`src/rtl/cam_spi_slave.sv`:
```
// cam_spi_slave: responder side of the 26-bit CPOL=0/CPHA=0 camera SPI register link.
// Latency: miso updates 1 c cycle after the synchronized sck rise (about 3 c after the pin); wr_strobe follows cs rise by about 4 c.
// Backpressure: none; the master owns the pace, and sck half-periods below MIN_HALF c cycles are unsupported.
//
// Ports:
//   c, rst_n          system clock, synchronous active-low reset
//   cs, sck, mosi     SPI inputs from the master, asynchronous to c
//   miso              SPI read data, valid for the master's next sck rise
//   wr_strobe         one-cycle pulse per committed write, with wr_addr / wr_data
//   frame_err_cnt     saturating count of frames with a bit count other than 26
//
// Optional build macro CAM_SPI_SLAVE_FRAME_ERR_EN enables the malformed-frame
// counter and its simulation message; otherwise frame_err_cnt is tied to 0.
module cam_spi_slave #(
  parameter int          ADDR_W   = 9,
  parameter int          NREGS    = 64,
  parameter logic [15:0] CHIP_ID  = 16'h5000,
  parameter int          MIN_HALF = 8
) (
  input  logic              c,
  input  logic              rst_n,
  input  logic              cs,
  input  logic              sck,
  input  logic              mosi,
  output logic              miso,
  output logic              wr_strobe,
  output logic [ADDR_W-1:0] wr_addr,
  output logic [15:0]       wr_data,
  output logic [15:0]       frame_err_cnt
);

  localparam int FRAME_W = ADDR_W + 17;   // {addr, wr, data[15:0]}
  localparam int IDX_W   = $clog2(NREGS);

  // miso is registered one cycle after the synchronized rise; the 2-flop
  // synchronizer plus that register need at least a few c cycles per half-period.
  if (MIN_HALF < 4) begin : g_min_half_chk
    $error("cam_spi_slave: MIN_HALF must be at least 4");
  end

  typedef enum logic [1:0] {S_WAIT_IDLE, S_IDLE, S_SHIFT, S_END} state_t;

  state_t               state_q, state_d;
  logic                 cs_s1_q, cs_s2_q;
  logic                 sck_s1_q, sck_s2_q, sck_prev_q;
  logic                 mosi_s1_q, mosi_s2_q;
  logic [4:0]           cnt_q, cnt_d;
  logic [FRAME_W-1:0]   shift_q, shift_d;
  logic [15:0]          rd_word_q, rd_word_d;
  logic                 pend_q, pend_d;
  logic                 miso_q, miso_d;
  logic                 wr_strobe_q, wr_strobe_d;
  logic [ADDR_W-1:0]    wr_addr_q, wr_addr_d;
  logic [15:0]          wr_data_q, wr_data_d;
  logic                 reg_we;
  logic [15:0]          regs_q [NREGS];

  logic                 sck_rise, sck_fall;
  logic [ADDR_W-1:0]    rd_addr, fr_addr;
  logic [15:0]          rd_val;

  assign sck_rise = sck_s2_q & ~sck_prev_q;
  assign sck_fall = ~sck_s2_q & sck_prev_q;

  // At the (ADDR_W+1)th rise the address sits in the low shift bits and the
  // wr flag is the bit being shifted in on that same rise.
  assign rd_addr = shift_q[ADDR_W-1:0];
  assign fr_addr = shift_q[FRAME_W-1 -: ADDR_W];

  always_comb begin
    rd_val = '0;
    if (!mosi_s2_q) begin
      if (rd_addr == '0)
        rd_val = CHIP_ID;
      else if (32'(rd_addr) < NREGS)
        rd_val = regs_q[rd_addr[IDX_W-1:0]];
    end
  end

  always_comb begin
    state_d     = state_q;
    cnt_d       = cnt_q;
    shift_d     = shift_q;
    rd_word_d   = rd_word_q;
    pend_d      = pend_q;
    miso_d      = miso_q;
    wr_strobe_d = 1'b0;
    wr_addr_d   = wr_addr_q;
    wr_data_d   = wr_data_q;
    reg_we      = 1'b0;
    case (state_q)
      S_WAIT_IDLE: begin
        miso_d = 1'b0;
        if (cs_s2_q) state_d = S_IDLE;
      end
      S_IDLE: begin
        miso_d = 1'b0;
        // cs is known high on entry, so a low here is the falling edge.
        if (!cs_s2_q) begin
          state_d = S_SHIFT;
          cnt_d   = '0;
          shift_d = '0;
          pend_d  = 1'b0;
        end
      end
      S_SHIFT: begin
        if (sck_rise) begin
          shift_d = {shift_q[FRAME_W-2:0], mosi_s2_q};
          if (cnt_q != 5'd31) cnt_d = cnt_q + 5'd1;
          pend_d = 1'b1;
          // rd_word is used as a shift register so its MSB is always the next bit.
          if (cnt_d == 5'(ADDR_W + 1)) begin
            rd_word_d = rd_val;
            miso_d    = rd_val[15];
          end else if (cnt_d > 5'(ADDR_W + 1) && cnt_d < 5'(FRAME_W)) begin
            rd_word_d = {rd_word_q[14:0], 1'b0};
            miso_d    = rd_word_q[14];
          end else begin
            miso_d = 1'b0;
          end
        end else if (sck_fall) begin
          pend_d = 1'b0;
        end
        // A rise in the same cycle as cs deassert is counted above first.
        if (cs_s2_q) begin
          state_d = S_END;
          miso_d  = 1'b0;
        end
      end
      S_END: begin
        miso_d  = 1'b0;
        state_d = S_IDLE;
        if (cnt_q == 5'(FRAME_W) && !pend_q && shift_q[16]) begin
          wr_strobe_d = 1'b1;
          wr_addr_d   = fr_addr;
          wr_data_d   = shift_q[15:0];
          reg_we      = (fr_addr != '0) && (32'(fr_addr) < NREGS);
        end
      end
      default: state_d = S_WAIT_IDLE;
    endcase
  end

  always_ff @(posedge c) begin
    if (!rst_n) begin
      state_q     <= S_WAIT_IDLE;
      // cs sync resets low so WAIT_IDLE only leaves on a real deassert.
      cs_s1_q     <= 1'b0;
      cs_s2_q     <= 1'b0;
      sck_s1_q    <= 1'b0;
      sck_s2_q    <= 1'b0;
      sck_prev_q  <= 1'b0;
      mosi_s1_q   <= 1'b0;
      mosi_s2_q   <= 1'b0;
      cnt_q       <= '0;
      shift_q     <= '0;
      rd_word_q   <= '0;
      pend_q      <= 1'b0;
      miso_q      <= 1'b0;
      wr_strobe_q <= 1'b0;
      wr_addr_q   <= '0;
      wr_data_q   <= '0;
    end else begin
      state_q     <= state_d;
      cs_s1_q     <= cs;
      cs_s2_q     <= cs_s1_q;
      sck_s1_q    <= sck;
      sck_s2_q    <= sck_s1_q;
      sck_prev_q  <= sck_s2_q;
      mosi_s1_q   <= mosi;
      mosi_s2_q   <= mosi_s1_q;
      cnt_q       <= cnt_d;
      shift_q     <= shift_d;
      rd_word_q   <= rd_word_d;
      pend_q      <= pend_d;
      miso_q      <= miso_d;
      wr_strobe_q <= wr_strobe_d;
      wr_addr_q   <= wr_addr_d;
      wr_data_q   <= wr_data_d;
    end
  end

  // Entry 0 is never written; address 0 reads CHIP_ID instead.
  always_ff @(posedge c) begin
    if (!rst_n) begin
      for (int i = 0; i < NREGS; i++) regs_q[i] <= '0;
    end else if (reg_we) begin
      regs_q[shift_q[17 +: IDX_W]] <= shift_q[15:0];
    end
  end

  assign miso      = miso_q;
  assign wr_strobe = wr_strobe_q;
  assign wr_addr   = wr_addr_q;
  assign wr_data   = wr_data_q;

`ifdef CAM_SPI_SLAVE_FRAME_ERR_EN
  logic        err_inc;
  logic [15:0] err_q;

  assign err_inc = (state_q == S_END) && (cnt_q != 5'(FRAME_W));

  always_ff @(posedge c) begin
    if (!rst_n)
      err_q <= '0;
    else if (err_inc && err_q != 16'hFFFF)
      err_q <= err_q + 16'd1;
  end

`ifndef SYNTHESIS
  always_ff @(posedge c) begin
    if (rst_n && err_inc)
      $display("cam_spi_slave: malformed frame with %0d sck rises", cnt_q);
  end
`endif

  assign frame_err_cnt = err_q;
`else
  assign frame_err_cnt = '0;
`endif

endmodule

```
`config.mk`:
```
export PLATFORM = sky130hd
export DESIGN_NAME = cam_spi_slave
export DESIGN_NICKNAME = d
export VERILOG_FILES = /design/src/rtl/cam_spi_slave.sv
export SDC_FILE = /design/constraint.sdc
export NUM_CORES = 2
export LEC_CHECK = 0
export ABC_AREA = 1
export ABC_CLOCK_PERIOD_IN_PS = 7740
export CORE_ASPECT_RATIO = 1.5
export CORE_MARGIN = 2
export CORE_UTILIZATION = 35
export DETAILED_ROUTE_END_ITERATION = 8
export PLACE_DENSITY = 0.47
export SYNTH_ARGS = -nofsm -noshare
export SYNTH_HDL_FRONTEND = slang
export SYNTH_SLANG_ARGS = --single-unit
export TNS_END_PERCENT = 30
```
`constraint.sdc`:
```
create_clock -name c -period 7.74 [get_ports c]
set_clock_uncertainty 0.2 [all_clocks]
set_input_delay 0.774 -clock c [delete_from_list [all_inputs] [get_ports c]]
set_output_delay 0.774 -clock c [all_outputs]
set_load 0.01 [all_outputs]
```
Word level (Yosys, flattened, before mapping):

Memory sizes are Yosys's and may differ from the RTL's. A register that Yosys moved wholly into a read port is not among the register bits.
Cells that the tools add are included.

* add/sub/neg operators: 1
* $lt $le $gt $ge: 4
* eq/ne operators: 12
* mux-type cells: 39
* bitwise operators: 4
* reduce and logical (&&, ||, !) cells: 18

Operators with widths (count)
* 2-to-1 mux 16 bit: 4
* 2-to-1 mux 26 bit: 2
* case mux 26 bit (2 select lines): 1
* 2-to-1 mux 15 bit: 2
* 2-to-1 mux 5 bit: 5
* < comparator 9 x 7 -> 1 bit, second input constant: 2
* 2-to-1 mux 6 bit: 3
* OR reduction 16 bit: 1
* 2-to-1 mux 1 bit: 15
* AND reduction 3 bit: 4
* case mux 5 bit (2 select lines): 1
* zero test 9 bit: 1
* nonzero test 9 bit: 1
* != test 2 bit, second input constant: 4
* case mux 2 bit (4 select lines): 1
* 2-to-1 mux 2 bit: 3
* != test 3 bit, second input constant: 2
* adder 5 x 1 -> 5 bit, second input constant: 1
* equality test 5 x 4 -> 1 bit, second input constant: 1
* equality test 5 bit, second input constant: 1
* > comparator 5 x 4 -> 1 bit, second input constant: 1
* < comparator 5 bit, second input constant: 1
* != test 5 bit, second input constant: 1
* equality test 2 bit, second input constant: 2
* 10 further kinds: 18

* register bits after elaboration: 83
* memory bits (writable): 1024
* input bits: 5
* output and inout port bits: 43
* word-level logic and storage cells: 95
* memories: 1

Memory list
* regs_q: depth 64, width 16, read ports 1, clocked after Yosys merged registers in 1, write ports 64, RTL line 56 `logic [15:0] regs_q [NREGS];`

Longest topological paths before layout:

* word-level depth: 11
* mapped depth: 15
* depth with buffers taken out: 14

Least setup slack after synthesis:

Ideal clock, no wire load.

* path kind: input to register
* start: input rst_n
* end: memory regs_q[14][0] (enable)
* library setup time: 372 ps
* data arrival time: 2676 ps
* required time: 7168 ps
* setup slack: 4493 ps
* stages: 8
* path buffers: 2
* path through: clkbuf_1 -> inv_1 -> nor2_2 -> nand2_2 -> nor3_4 -> nand2_4 -> buf_6 -> nand2_1

RTL lines
* start: declaration: RTL line 21 `input logic rst_n,`
* end: declaration: RTL line 56

==> flow_summary.yaml <==
outcome:
  status: "finished, final reports clean"
power_and_ir_drop:
  powerDensity_nw_per_um2: 231
  power_leakage_nw: 19.0
  worst_ir_drop_vdd_mv: 0.177
routing:
  ant_nets: 0
  drtPass1Iterations: 6
  routedWlPerCell_um: 25.8
  dr.first_iter.drc_count: 3779
  viasPerCell: 5.32
  vias: 36100
  drt-total-wl_mm: 175
  drc: 0
floorplanning:
  fp.dieW_um: 312
  initial_core_util_pct: 35.2
  pin_count: 48
  rows: 169
  die_area_sq_um: 145000
  dieHeight_um: 465
  core_sq_um: 141000
global_route:
  grt.overflow.total: 0
  grt_pass1_wl_mm: 250
  grt_pass1_vias: 35500
  grt_max_degree: 206
  groute.usage.overall_pct: 23.8
  antenna_found_initial: 1
clocking:
  cts.path.max_buffers: 3
  cts-resized-gates: 0
  cts_setup_buffers: 0
  cts_tree: "built"
  htree_num_levels: 3
  clock_sinks: 1113
  clk_pin_slew_ns: 0.06
  clockRootBuffer: "clkbuf_16"
  numCtsBuffers: 105
  clk_latency_ns: 0.73
  cts_hold_buf: 0
final_layout:
  drive_gt1_share_pct: 8.24
  area_delta_synth_final_pct: 10.0
  final_core_util_pct: 38.7
  nets: 4828
  nFillCells: 14200
  multi_input_area_sq_um: 15100
  ff_latch_area_sq_um: 32500
yosys:
  synth.ff_latch_count: 1113
  synth_cell_type_count: 32
  ys_seq_area_share_pct: 65.5
  syn_inst: 5023
  synth_edf_count: 1024
  yosysTopAreaCell: "edfxtp_1"
  synth.most_common_cell: "nor2_1"
  yosysWarningCount: 0
  synthArstFlopShare_pct: 0
  ys_top_cells_by_count: "nor2_1 (1297), edfxtp_1 (1024), nand2_1 (865)"
  ys.flop_type: "edfxtp_1"
  synth_top_area_share_pct: 61.9
  synthTopCellsByArea: "edfxtp_1 (62%), nor2_1 (9.8%), nand2_1 (6.5%)"
  syn_area_per_cell_sq_um: 9.89
  syn_area_sq_um: 49700
timing:
  fin_tns_setup_ns: 0
  fmax_mhz: 226
  tightestPinTransition_ns: 1.15
  slew-limit-headroom_pct: 22.9
  period_share_pct: 57.1
  holdWs_ns: 0.214
  setup_viol: 0
  slew_viol_final: 0
  hold_viol_final: 0
  rsz0062_at_grt: "no"
  finalCriticalPeriod_ns: 4.42
worst_setup_path:
  r2r_slack_ns: 3.44
  worstPathMaxFanout: 63
  crit_path_start_kind: "input port"
  cp_slowest_cell: "nor2_4"
  worstPathArrival_ns: 4.57
  max_stage_delay_ns: 0.89
  cp_data_required_time_ns: 7.88
  crit_top_cell: "buf_4"
  rr_worst_depth: 12
  crit_type: "input port to register"
  critPathCaptureType: "register"
  path_cells: "buf_4 > inv_2 > buf_4 > nor2_2 > nand3_1 > nor2_4 > nand2_2 > nand2_1"
placement:
  gp_congestion: 0.870
  port_buffers: 31
  dp_hpwl_mm: 106
worst_hold_path:
  holdCritPathClass: "register to register"
  min_path_cells: 2
run:
  max-cap-violations: 0
==> flip-flops by register name, indices dropped and copies added, names as in the netlist, named ones only <==
name,flops
cnt_q,5
pend_q,1
wr_strobe,1
mosi_s1_q,1
sck_prev_q,1
wr_addr,9
shift_q,26
mosi_s2_q,1
regs_q,1024
cs_s2_q,1
sck_s2_q,1
sck_s1_q,1
rd_word_q,15
state_q,2
wr_data,16
miso,1
cs_s1_q,1
==> kinds of logic (layout without fill, tap and decap cells) <==
kind of cell	Yosys count	in the layout	synth area share, %
simple gates	2641	2641	22.0
compound gates	735	735	7.83
flops	1113	1113	65.5
fa+ha+maj	8	8	0.201
other cells	1	33	0.00755
buf+inv	522	370	4.44
xor+xnor	3	3	0.0529
==> cells in the final DEF, fill, tap and decap left out, types with 6 or more instances in the layout <==
master	count
nor2_2	90
inv_1	68
clkbuf_16	109
edfxtp_1	1024
nor2_1	1294
conb_1	32
clkbuf_8	6
buf_4	50
clkinv_2	35
clkinv_1	17
dfxtp_1	85
nand2_1	865
clkdlybuf4s50_1	30
nand2_4	24
nand2_2	34
nor3_4	8
o22ai_1	169
bufinv_16	13
ha_1	8
a21oi_1	127
o21ai_0	439
clkbuf_1	20
nand3_1	308
==> power by group <==
group	total (mW)	internal, mW	switching [mW]
registers	6.80	6.73	0.0658
logic	0.406	0.0814	0.325
clock network	5.44	3.06	2.38
total	12.6	9.88	2.77
==> cell type report <==
| class | count | share of cell area, % |
|---|---|---|
| Timing Repair Buffer | 83 | 1.35 |
| Clock buffer | 135 | 5.28 |
| Multi-Input combinational cell | 3419 | 27.7 |
| Sequential cell | 1113 | 59.5 |
| Tap cell | 1881 | 4.31 |
| Antenna cell | 1 | 0.00458 |
| Inverter | 93 | 0.703 |
| Clock inverter | 59 | 1.18 |
==> routing by layer <==
metal	vias up	track usage [%]	part of all wire, %
met5	-	0	0
met4	0	12.8	5.6
met3	329	2.48	5.6
met2	1346	40.5	49
met1	17900	29.8	40
li1	16500	-	-
==> worst paths after layout <==
path / from / to
worst max-delay path: rst_n / regs_q[3][14]
worst min-delay path: cs_s1_q / cs_s2_q
worst max register to register: register / rd_word_q[11]
worst min register to register: cs_s1_q / cs_s2_q
==> critical path, delay by kind of cell <==
| family | cells | cell delay, ns |
|---|---|---|
| simple gates | 5 | 2.63 |
| buf+inv | 3 | 1.12 |
==> metrics by stage <==
| stage | area [sq um] | std cells | worst slack, ns | total power, mW |
|---|---|---|---|---|
| after floorplan | 49800 | 5054 | 4.49 | 7.17 |
| after global routing | 54700 | 6784 | 3.18 | 13.0 |
| final | 54700 | 6784 | 3.32 | 12.6 |
| after CTS | 54700 | 6783 | 3.38 | 12.7 |
| after detailed placement | 51100 | 6589 | 2.61 | 7.33 |
| after global placement | 51100 | 6589 | 2.68 | 7.33 |
(Power assumes the default switching activity.)
